File: src/rtl/cpu_pkg.sv
// Shared definitions for the pipeline control slice.
//   OP_HALT : halt opcode encoding used by the decoder
//   state_e : halt drain state machine states
//   slot_t  : one tracked post-decode pipeline slot
package cpu_pkg;

  localparam logic [5:0] OP_HALT = 6'b111111;

  // Widest register address a tracked slot can hold; narrower AW zero-extends.
  localparam int unsigned SLOT_AW = 8;

  typedef enum logic [1:0] {
    RUN,
    DRAIN,
    HALTED
  } state_e;

  typedef struct packed {
    logic               valid;
    logic [SLOT_AW-1:0] dst;
    logic               is_load;
  } slot_t;

endpackage

File: src/rtl/sat_counter.sv
// Saturating up-counter with a freeze input.
//   sysclk     : clock
//   cpu_resetn : asynchronous active-low reset, clears the count
//   inc        : add one this cycle (ignored at all-ones)
//   freeze     : hold the count regardless of inc
//   count      : current value
module sat_counter #(
  parameter int unsigned CW = 32
) (
  input  logic          sysclk,
  input  logic          cpu_resetn,
  input  logic          inc,
  input  logic          freeze,
  output logic [CW-1:0] count
);

  logic [CW-1:0] count_q, count_d;

  always_comb begin
    count_d = count_q;
    if (inc && !freeze && (count_q != {CW{1'b1}})) begin
      count_d = count_q + CW'(1);
    end
  end

  always_ff @(posedge sysclk or negedge cpu_resetn) begin
    if (!cpu_resetn) begin
      count_q <= '0;
    end else begin
      count_q <= count_d;
    end
  end

  assign count = count_q;

endmodule

File: src/rtl/pipe_ctrl.sv
// Pipeline control unit: tracks in-flight destinations over DEPTH post-decode
// slots, produces operand forwarding selects, load-use stalls, redirect
// flushes, and drains the pipe on halt while keeping performance counters.
//   sysclk, cpu_resetn         : clock, asynchronous active-low reset
//   issue_valid/dst/is_load/halt : instruction currently in decode
//   rs_d, rt_d                 : decode source registers
//   redirect                   : slot-1 instruction takes a branch/jump
//   stall_d                    : hold PC and fetch/decode, bubble into slot 1
//   flush_fd                   : kill fetch/decode register
//   fwd_s_sel, fwd_t_sel       : 0 = register file, k = result of slot k
//   halted                     : halt fully drained
//   cycle/retire/stall/flush_count : saturating counters, frozen once halted
module pipe_ctrl
  import cpu_pkg::*;
#(
  parameter int unsigned AW       = 5,
  parameter int unsigned DEPTH    = 2,
  parameter int unsigned LOAD_LAT = 1,
  parameter int unsigned CW       = 32,
  parameter int unsigned SW       = $clog2(DEPTH + 1)
) (
  input  logic          sysclk,
  input  logic          cpu_resetn,
  input  logic          issue_valid,
  input  logic [AW-1:0] issue_dst,
  input  logic          issue_is_load,
  input  logic          issue_halt,
  input  logic [AW-1:0] rs_d,
  input  logic [AW-1:0] rt_d,
  input  logic          redirect,
  output logic          stall_d,
  output logic          flush_fd,
  output logic [SW-1:0] fwd_s_sel,
  output logic [SW-1:0] fwd_t_sel,
  output logic          halted,
  output logic [CW-1:0] cycle_count,
  output logic [CW-1:0] retire_count,
  output logic [CW-1:0] stall_count,
  output logic [CW-1:0] flush_count
);

  if (DEPTH < 1 || DEPTH > 6) begin : g_bad_depth
    $error("pipe_ctrl: DEPTH must be in 1..6");
  end
  if (LOAD_LAT > DEPTH - 1) begin : g_bad_load_lat
    $error("pipe_ctrl: LOAD_LAT must be in 0..DEPTH-1");
  end
  if (AW > SLOT_AW) begin : g_bad_aw
    $error("pipe_ctrl: AW exceeds slot address width");
  end

  // Index i holds slot i+1 (index 0 = execute).
  slot_t  slot_q [DEPTH];
  slot_t  slot_d [DEPTH];
  state_e state_q, state_d;

  logic haz_s, haz_t, any_valid, in_run, in_drain, accept;

  assign in_run   = (state_q == RUN);
  assign in_drain = (state_q == DRAIN);

  // Walk oldest to youngest so the youngest match overwrites older ones.
  always_comb begin
    fwd_s_sel = '0;
    fwd_t_sel = '0;
    haz_s     = 1'b0;
    haz_t     = 1'b0;
    for (int i = int'(DEPTH) - 1; i >= 0; i--) begin
      if (slot_q[i].valid && (rs_d != '0) && (slot_q[i].dst == SLOT_AW'(rs_d))) begin
        fwd_s_sel = SW'(i + 1);
        haz_s     = slot_q[i].is_load && (i < int'(LOAD_LAT));
      end
      if (slot_q[i].valid && (rt_d != '0) && (slot_q[i].dst == SLOT_AW'(rt_d))) begin
        fwd_t_sel = SW'(i + 1);
        haz_t     = slot_q[i].is_load && (i < int'(LOAD_LAT));
      end
    end
  end

  always_comb begin
    any_valid = 1'b0;
    for (int i = 0; i < int'(DEPTH); i++) begin
      any_valid = any_valid | slot_q[i].valid;
    end
  end

  // Redirect wins over any stall: the decode instruction is dropped anyway.
  assign flush_fd = redirect;
  assign stall_d  = !redirect && ((((haz_s | haz_t) && issue_valid && in_run)) || in_drain);
  assign accept   = issue_valid && in_run && !stall_d && !redirect;

  always_comb begin
    slot_d[0] = '0;
    if (accept) begin
      slot_d[0].valid   = 1'b1;
      slot_d[0].dst     = SLOT_AW'(issue_dst);
      slot_d[0].is_load = issue_is_load;
    end
    for (int i = 1; i < int'(DEPTH); i++) begin
      slot_d[i] = slot_q[i-1];
    end
  end

  always_comb begin
    state_d = state_q;
    case (state_q)
      RUN:     if (accept && issue_halt) state_d = DRAIN;
      DRAIN:   if (!any_valid) state_d = HALTED;
      HALTED:  state_d = HALTED;
      default: state_d = RUN;
    endcase
  end

  always_ff @(posedge sysclk or negedge cpu_resetn) begin
    if (!cpu_resetn) begin
      slot_q  <= '{default: '0};
      state_q <= RUN;
    end else begin
      slot_q  <= slot_d;
      state_q <= state_d;
    end
  end

  assign halted = (state_q == HALTED);

  sat_counter #(.CW(CW)) u_cycle_cnt (
    .sysclk     (sysclk),
    .cpu_resetn (cpu_resetn),
    .inc        (1'b1),
    .freeze     (halted),
    .count      (cycle_count)
  );

  sat_counter #(.CW(CW)) u_retire_cnt (
    .sysclk     (sysclk),
    .cpu_resetn (cpu_resetn),
    .inc        (slot_q[DEPTH-1].valid),
    .freeze     (halted),
    .count      (retire_count)
  );

  sat_counter #(.CW(CW)) u_stall_cnt (
    .sysclk     (sysclk),
    .cpu_resetn (cpu_resetn),
    .inc        (stall_d && in_run),
    .freeze     (halted),
    .count      (stall_count)
  );

  sat_counter #(.CW(CW)) u_flush_cnt (
    .sysclk     (sysclk),
    .cpu_resetn (cpu_resetn),
    .inc        (redirect),
    .freeze     (halted),
    .count      (flush_count)
  );

endmodule

File: config.mk
export PLATFORM = sky130hd
export DESIGN_NAME = pipe_ctrl
export DESIGN_NICKNAME = d
export VERILOG_FILES = /design/src/rtl/cpu_pkg.sv /design/src/rtl/sat_counter.sv /design/src/rtl/pipe_ctrl.sv
export SDC_FILE = /design/constraint.sdc
export NUM_CORES = 1
export LEC_CHECK = 0
export CAP_MARGIN = 20
export CORE_ASPECT_RATIO = 0.7
export CORE_MARGIN = 5
export CORE_UTILIZATION = 46
export CTS_CLUSTER_SIZE = 8
export DETAILED_ROUTE_END_ITERATION = 8
export HOLD_SLACK_MARGIN = 0.08
export PLACE_DENSITY = 0.74
export SETUP_SLACK_MARGIN = 0.5
export SYNTH_ARGS = -nofsm -noshare
export SYNTH_HDL_FRONTEND = slang
export SYNTH_SLANG_ARGS = --single-unit
File: constraint.sdc
create_clock -name sysclk -period 2.55 [get_ports sysclk]
set_input_delay 0.51 -clock sysclk [delete_from_list [all_inputs] [get_ports sysclk]]
set_output_delay 0.51 -clock sysclk [all_outputs]
set_load 0.01 [all_outputs]
Yosys cells after proc, flatten, opt, wreduce, memory -nomap -nowiden
Cells that the tools add are included.
{"block": "word_totals", "word_cells": 69, "in_bits": 21, "reg_bits": 149}
{"block": "op_classes", "n_mux": 10, "addsub": 4, "eq_ne": 12, "n_reduce_logical": 31, "bitwise": 2}
{"cell": "32-bit by 1-bit adder with 32-bit output, second input constant", "n": 4}
{"cell": "32-bit != test, second input constant", "n": 4}
{"cell": "8-bit by 5-bit == test with 1-bit output", "n": 4}
{"cell": "1-bit logical AND", "n": 23}
{"cell": "2-bit two-way mux", "n": 6}
{"cell": "10-bit two-way mux", "n": 1}
{"cell": "5-bit nonzero test", "n": 2}
{"cell": "2-bit one-hot mux with 3 select lines", "n": 1}
{"cell": "1-bit logical NOT", "n": 3}
{"cell": "2-bit by 1-bit == test with 1-bit output, second input constant", "n": 1}
{"cell": "2-bit == test, second input constant", "n": 1}
{"cell": "2-bit logical NOT", "n": 1}
{"cell": "1-bit two-way mux", "n": 2}
{"cell": "2-bit by 1-bit != test with 1-bit output, second input constant", "n": 1}
{"cell": "2-bit != test, second input constant", "n": 1}
{"cell": "1-bit OR", "n": 2}
{"cell": "2-bit AND reduction", "n": 1}
{"cell": "1-bit logical OR", "n": 1}

Logic depth before layout (Yosys ltp)
{"block": "logic_depth", "word_depth": 15, "ltp_mapped": 9, "depth_no_buf": 9}

Modules after synthesis
Synthesis repeated with hierarchy kept, for this count alone.
{"block": "hier_totals", "hier_cells": 647, "hier_area_um2": 7163.1}
{"module": "sat_counter at u_cycle_cnt ...", "area_each_um2": 1560.2, "seq_area_each_um2": 800.8, "instances": 3, "cells_each": 142}
{"module": "sat_counter at u_flush_cnt", "area_each_um2": 1604.0, "seq_area_each_um2": 800.8, "instances": 1, "cells_each": 141}
{"module": "pipe_ctrl", "area_each_um2": 878.3, "seq_area_each_um2": 375.4, "instances": 1, "cells_each": 80}

Worst setup path before layout
Ideal clock, no wire load.
{"block": "synth_timing", "path_kind": "input to register", "start": "in rs_d[1]", "end": "reg u_stall_cnt.count_q[1] (netlist: u_stall_cnt.count[1])", "path_slack_ns": 0.217, "path_stages": 7, "arrival_ns": 2.205, "required_time_ns": 2.422, "n_path_buf": 1, "path_cell_list": "or4_1 -> nor2_2 -> nor4_4 -> o2111a_2 -> o21ai_4 -> buf_6 -> mux2_1"}
{"block": "synth_via", "elab_chain_len": 12, "word_cells_on_any_way": 13, "classes_between": "eq/ne: 1; mux: 1; bitwise: 1; reduce/logical: 10"}
{"item": "start, declared", "line_no": "pipe_ctrl.sv:28", "source": "input logic [AW-1:0] rs_d,"}
{"item": "5-bit nonzero test", "line_no": "pipe_ctrl.sv:69", "source": "if (slot_q[i].valid && (rs_d != '0) && (slot_q[i].dst == SLOT_AW'(rs_d))) begin"}
{"item": "1-bit logical AND", "line_no": "pipe_ctrl.sv:69"}
{"item": "1-bit logical AND (*)", "line_no": "pipe_ctrl.sv:69"}
{"item": "1-bit two-way mux (*)", "line_no": "pipe_ctrl.sv:69"}
{"item": "1-bit OR (*)", "line_no": "pipe_ctrl.sv:89", "source": "assign stall_d = !redirect && ((((haz_s | haz_t) && issue_valid && in_run)) || in_drain);"}
{"item": "1-bit logical AND (*) (2 in a row)", "line_no": "pipe_ctrl.sv:89"}
{"item": "1-bit logical OR (*)", "line_no": "pipe_ctrl.sv:89"}
{"item": "1-bit logical AND (*)", "line_no": "pipe_ctrl.sv:89"}
{"item": "1-bit logical AND (*)", "line_no": "pipe_ctrl.sv:145", "source": ".inc (stall_d && in_run),"}
{"item": "1-bit logical AND (*) (2 in a row)", "line_no": "sat_counter.sv:21", "source": "if (inc && !freeze && (count_q != {CW{1'b1}})) begin"}
{"item": "end signal, assigned", "line_no": "sat_counter.sv:30", "source": "count_q <= count_d;"}
{"item": "end, declared", "line_no": "sat_counter.sv:17", "source": "logic [CW-1:0] count_q, count_d;"}
Mark *: on every way between the ends. The rest lies on a longest branch, timed or not.
A chain may end at the register's enable or synchronous reset.

Final worst setup path
{"block": "layout_timing", "start": "in rs_d[2]", "end": "out fwd_s_sel[1]"}
{"block": "layout_via", "elab_chain_len": 5, "word_cells_on_any_way": 9, "classes_between": "eq/ne: 2; mux: 2; reduce/logical: 5"}
{"item": "5-bit nonzero test", "line_no": "pipe_ctrl.sv:69"}
{"item": "1-bit logical AND (2 in a row)", "line_no": "pipe_ctrl.sv:69"}
{"item": "2-bit two-way mux", "line_no": "pipe_ctrl.sv:69"}
{"item": "2-bit two-way mux (*)", "line_no": "pipe_ctrl.sv:69"}
{"item": "end, declared", "line_no": "pipe_ctrl.sv:33", "source": "output logic [SW-1:0] fwd_s_sel,"}
Marks and branches as above.

==> flow_summary.ini <==
[status]
outcome = finished clean

[floorplan]
die_h_um = 112
boundaryPins = 156
start_util = 0.467
core_mm2 = 0.0146
dieArea_mm2 = 0.0174
die-width_um = 155
rows = 37

[cells_and_area]
nFillCells = 1008
final_area_mm2 = 0.0104
syn_to_final_growth_pct = 52.2
drive_gt1_frac = 0.258
seq_area_mm2 = 0.00360
final_nets = 879
multi_input_area_mm2 = 0.00366
num_antenna_cells = 0

[power]
leakage_nw = 4.66
vdd_drop_max_uv = 554
power_density_mw_per_mm2 = 648

[synth]
syn_area_mm2 = 0.00681
synth_edf_count = 0
synth_most_common_cell = dfrtp_1
synthArstFlopShare = 1.00
synthFlopType = dfrtp_1
yosysUniqueCellTypes = 46
ys_ff_latch = 143
syn_nets = 648
synth_common_cells = 143 x dfrtp_1, 96 x xnor2_1, 56 x nand2_1, 49 x nand3_1, 47 x xor2_1
synth-seq-area-share = 0.526
yosysWarnings = 0
synth_top_area_share = 0.526
synth_top_cell_by_area = dfrtp_1
synth_cells = 619
synthTopCellsByArea = dfrtp_1 53%, xnor2_1 12%, xor2_1 6.0%, nand3_1 3.6%, nand4_1 3.1%
syn_avg_cell_area_um2 = 11.0

[timing]
setup_violations = 0
hold_viol_final = 0
skew_ns = 0.00689
fin_tns_setup_ns = 0
period_share = 0.987
period_needed_ns = 2.52
tightest_slew_ns = 0.540
rsz0062_at_grt = yes
slew_headroom = 0.640
fmax_mhz = 397
maxSlewViolCount = 0

[cts]
clkTransAtPathRegs_ns = 0.06
clockRootBuffer = clkbuf_16
worstSkewPairLatency_ns = 0.41
clockBufferDepth = 2
cts_htree_levels = 4
cts_buffers = 17
clock-sinks = 143
cts_tree = done

[route]
drc = 0
routed_via_density = 5.37
drt_pass1_iterations = 4
wirelength_um = 19300
wl_per_cell_um = 18.3
vias = 5677
ant_nets = 0
drt_iter0_markers = 345

[critical_path]
arrival_ns = 2.01
critical_path.max_fanout = 3
worst_r2r_path_depth = 11
startpoint = rs_d[2]
reg2reg_to = u_stall_cnt.count[10]
r2r_slack_ns = 0.07
worstPathRequired_ns = 2.04
startpoint_type = primary input
end_kind = primary output
critPathKind = in -> out
r2r_start = slot_d[3]

[placed_design]
portBuffers = 155
place_congestion = 0.870
hpwl_um = 12900
place_area_mm2 = 0.00884

[hold_path]
hold_class = reg -> reg
whs_path_depth = 0
hold_start = slot_d[4]
hold_path_end = slot_q[4]

[global_route]
grt_pass1_vias = 5912
grt_overflow_total = 0
antenna_found_initial = 0
grt_max_degree = 58
grt_usage = 0.220
grt_pass1_wl_um = 30700

[flow_run]
cap_viol_max_count = 0
==> repair_timing <==
| action | in CTS | in global routing |
|---|---|---|
| endpoints found under the setup margin | 90 | 118 |
| hold endpoints to repair | 34 | 0 |
| hold buffers | 1 | 0 |
| setup buffers | 14 | 20 |
| resized for setup | 135 | 67 |
| pin swaps | 47 | 26 |
| cloned | 4 | 0 |
==> metrics by stage <==
| stage | std cells | setup WS [ns] | utilization | total power [mW] | hold slack [ns] |
|---|---|---|---|---|---|
| 6_report | 1058 | 0.0321 | 0.711 | 6.71 | 0.473 |
| 5_1_grt | 1058 | -0.0584 | 0.711 | 7.04 | 0.479 |
| 4_1_cts | 1038 | 0.0127 | 0.683 | 6.61 | 0.476 |
| 3_5_place_dp | 987 | -0.734 | 0.606 | 3.97 | 0.467 |
| 3_3_place_gp | 987 | -0.676 | 0.606 | 3.92 | 0.467 |
| 2_1_floorplan | 619 | 0.238 | - | 3.31 | 0.214 |
==> state kept, by name, summed over array words and instances, names as in the netlist <==
signal and flops:
slot_d 7, slot_q 6, u_cycle_cnt.count 32, u_retire_cnt.count 32, u_flush_cnt.count 32, u_stall_cnt.count 32, state_q 2
==> logic make-up (layout without fill, tap and decap cells) <==
family	Yosys count	in the layout	share of synthesized area
AND/OR/NAND/NOR	279	279	0.229
XOR/XNOR	143	143	0.184
flip-flops	143	143	0.526
buffers and inverters	26	270	0.0191
AO/OA/AOI/OAI	14	14	0.0178
adder cells (fa/ha/maj)	8	8	0.0147
multiplexers	6	6	0.00992
==> worst max-delay path: stages <==
cell	delay (ns)
buf_8	0.10
or4_4	0.54
nor2_4	0.15
nor4_4	0.08
buf_4	0.15
buf_6	0.11
nor4_2	0.19
buf_2	0.17
==> layout by cell type, fill, tap and decap left out, drive strengths merged, types with 2 or more instances in the layout <==
| master | n |
|---|---|
| dfrtp | 143 |
| clkdlybuf4s50 | 136 |
| xnor2 | 96 |
| buf | 77 |
| nand2 | 56 |
| nand3 | 49 |
| xor2 | 47 |
| nor2 | 42 |
| nand4 | 35 |
| nor3 | 28 |
| and3 | 25 |
| clkbuf | 20 |
| inv | 18 |
| nor4 | 14 |
| and4 | 9 |
| ha | 8 |
| clkinv | 8 |
| and2 | 6 |
| mux2 | 6 |
| or3 | 5 |
| dlygate4sd2 | 4 |
| o21ai | 4 |
| bufinv | 3 |
| nor2b | 3 |
| or4 | 2 |
| nand2b | 2 |
| a31oi | 2 |
==> final cells by class <==
cell class                 instances  area share
multi-input combinational        450       0.354
sequential                       143       0.347
timing repair buffer             220       0.211
clock buffer                      20      0.0441
tap                              195      0.0235
clock inverter                    12      0.0136
inverter                          18     0.00652
==> layer usage <==
metal	up-vias	global-route usage	routed length, µm
met5	-	0	0
met4	0	0.0624	245
met3	20	0.0610	1370
met2	189	0.338	9160
met1	2863	0.306	8540
li1	2605	-	-
==> where the power goes <==
group | leakage, nW | internal [mW] | switching, mW
combinational | 2.46 | 0.745 | 0.686
clock | 0.299 | 1.58 | 0.937
sequential | 1.90 | 2.47 | 0.289
==> worst max path at each step <==
stage                      endpoint  slack [ns]  depth (start not counted)
3_3_place_gp                stall_d       -0.68                          8
4_1_cts                fwd_s_sel[1]        0.01                          8
6_report               fwd_s_sel[1]        0.03                          8
5_1_grt                     stall_d       -0.06                          7
3_5_place_dp                stall_d       -0.73                          8
2_1_floorplan  u_stall_cnt.count[1]        0.24                          7
Power figures use the tool's default switching activity.
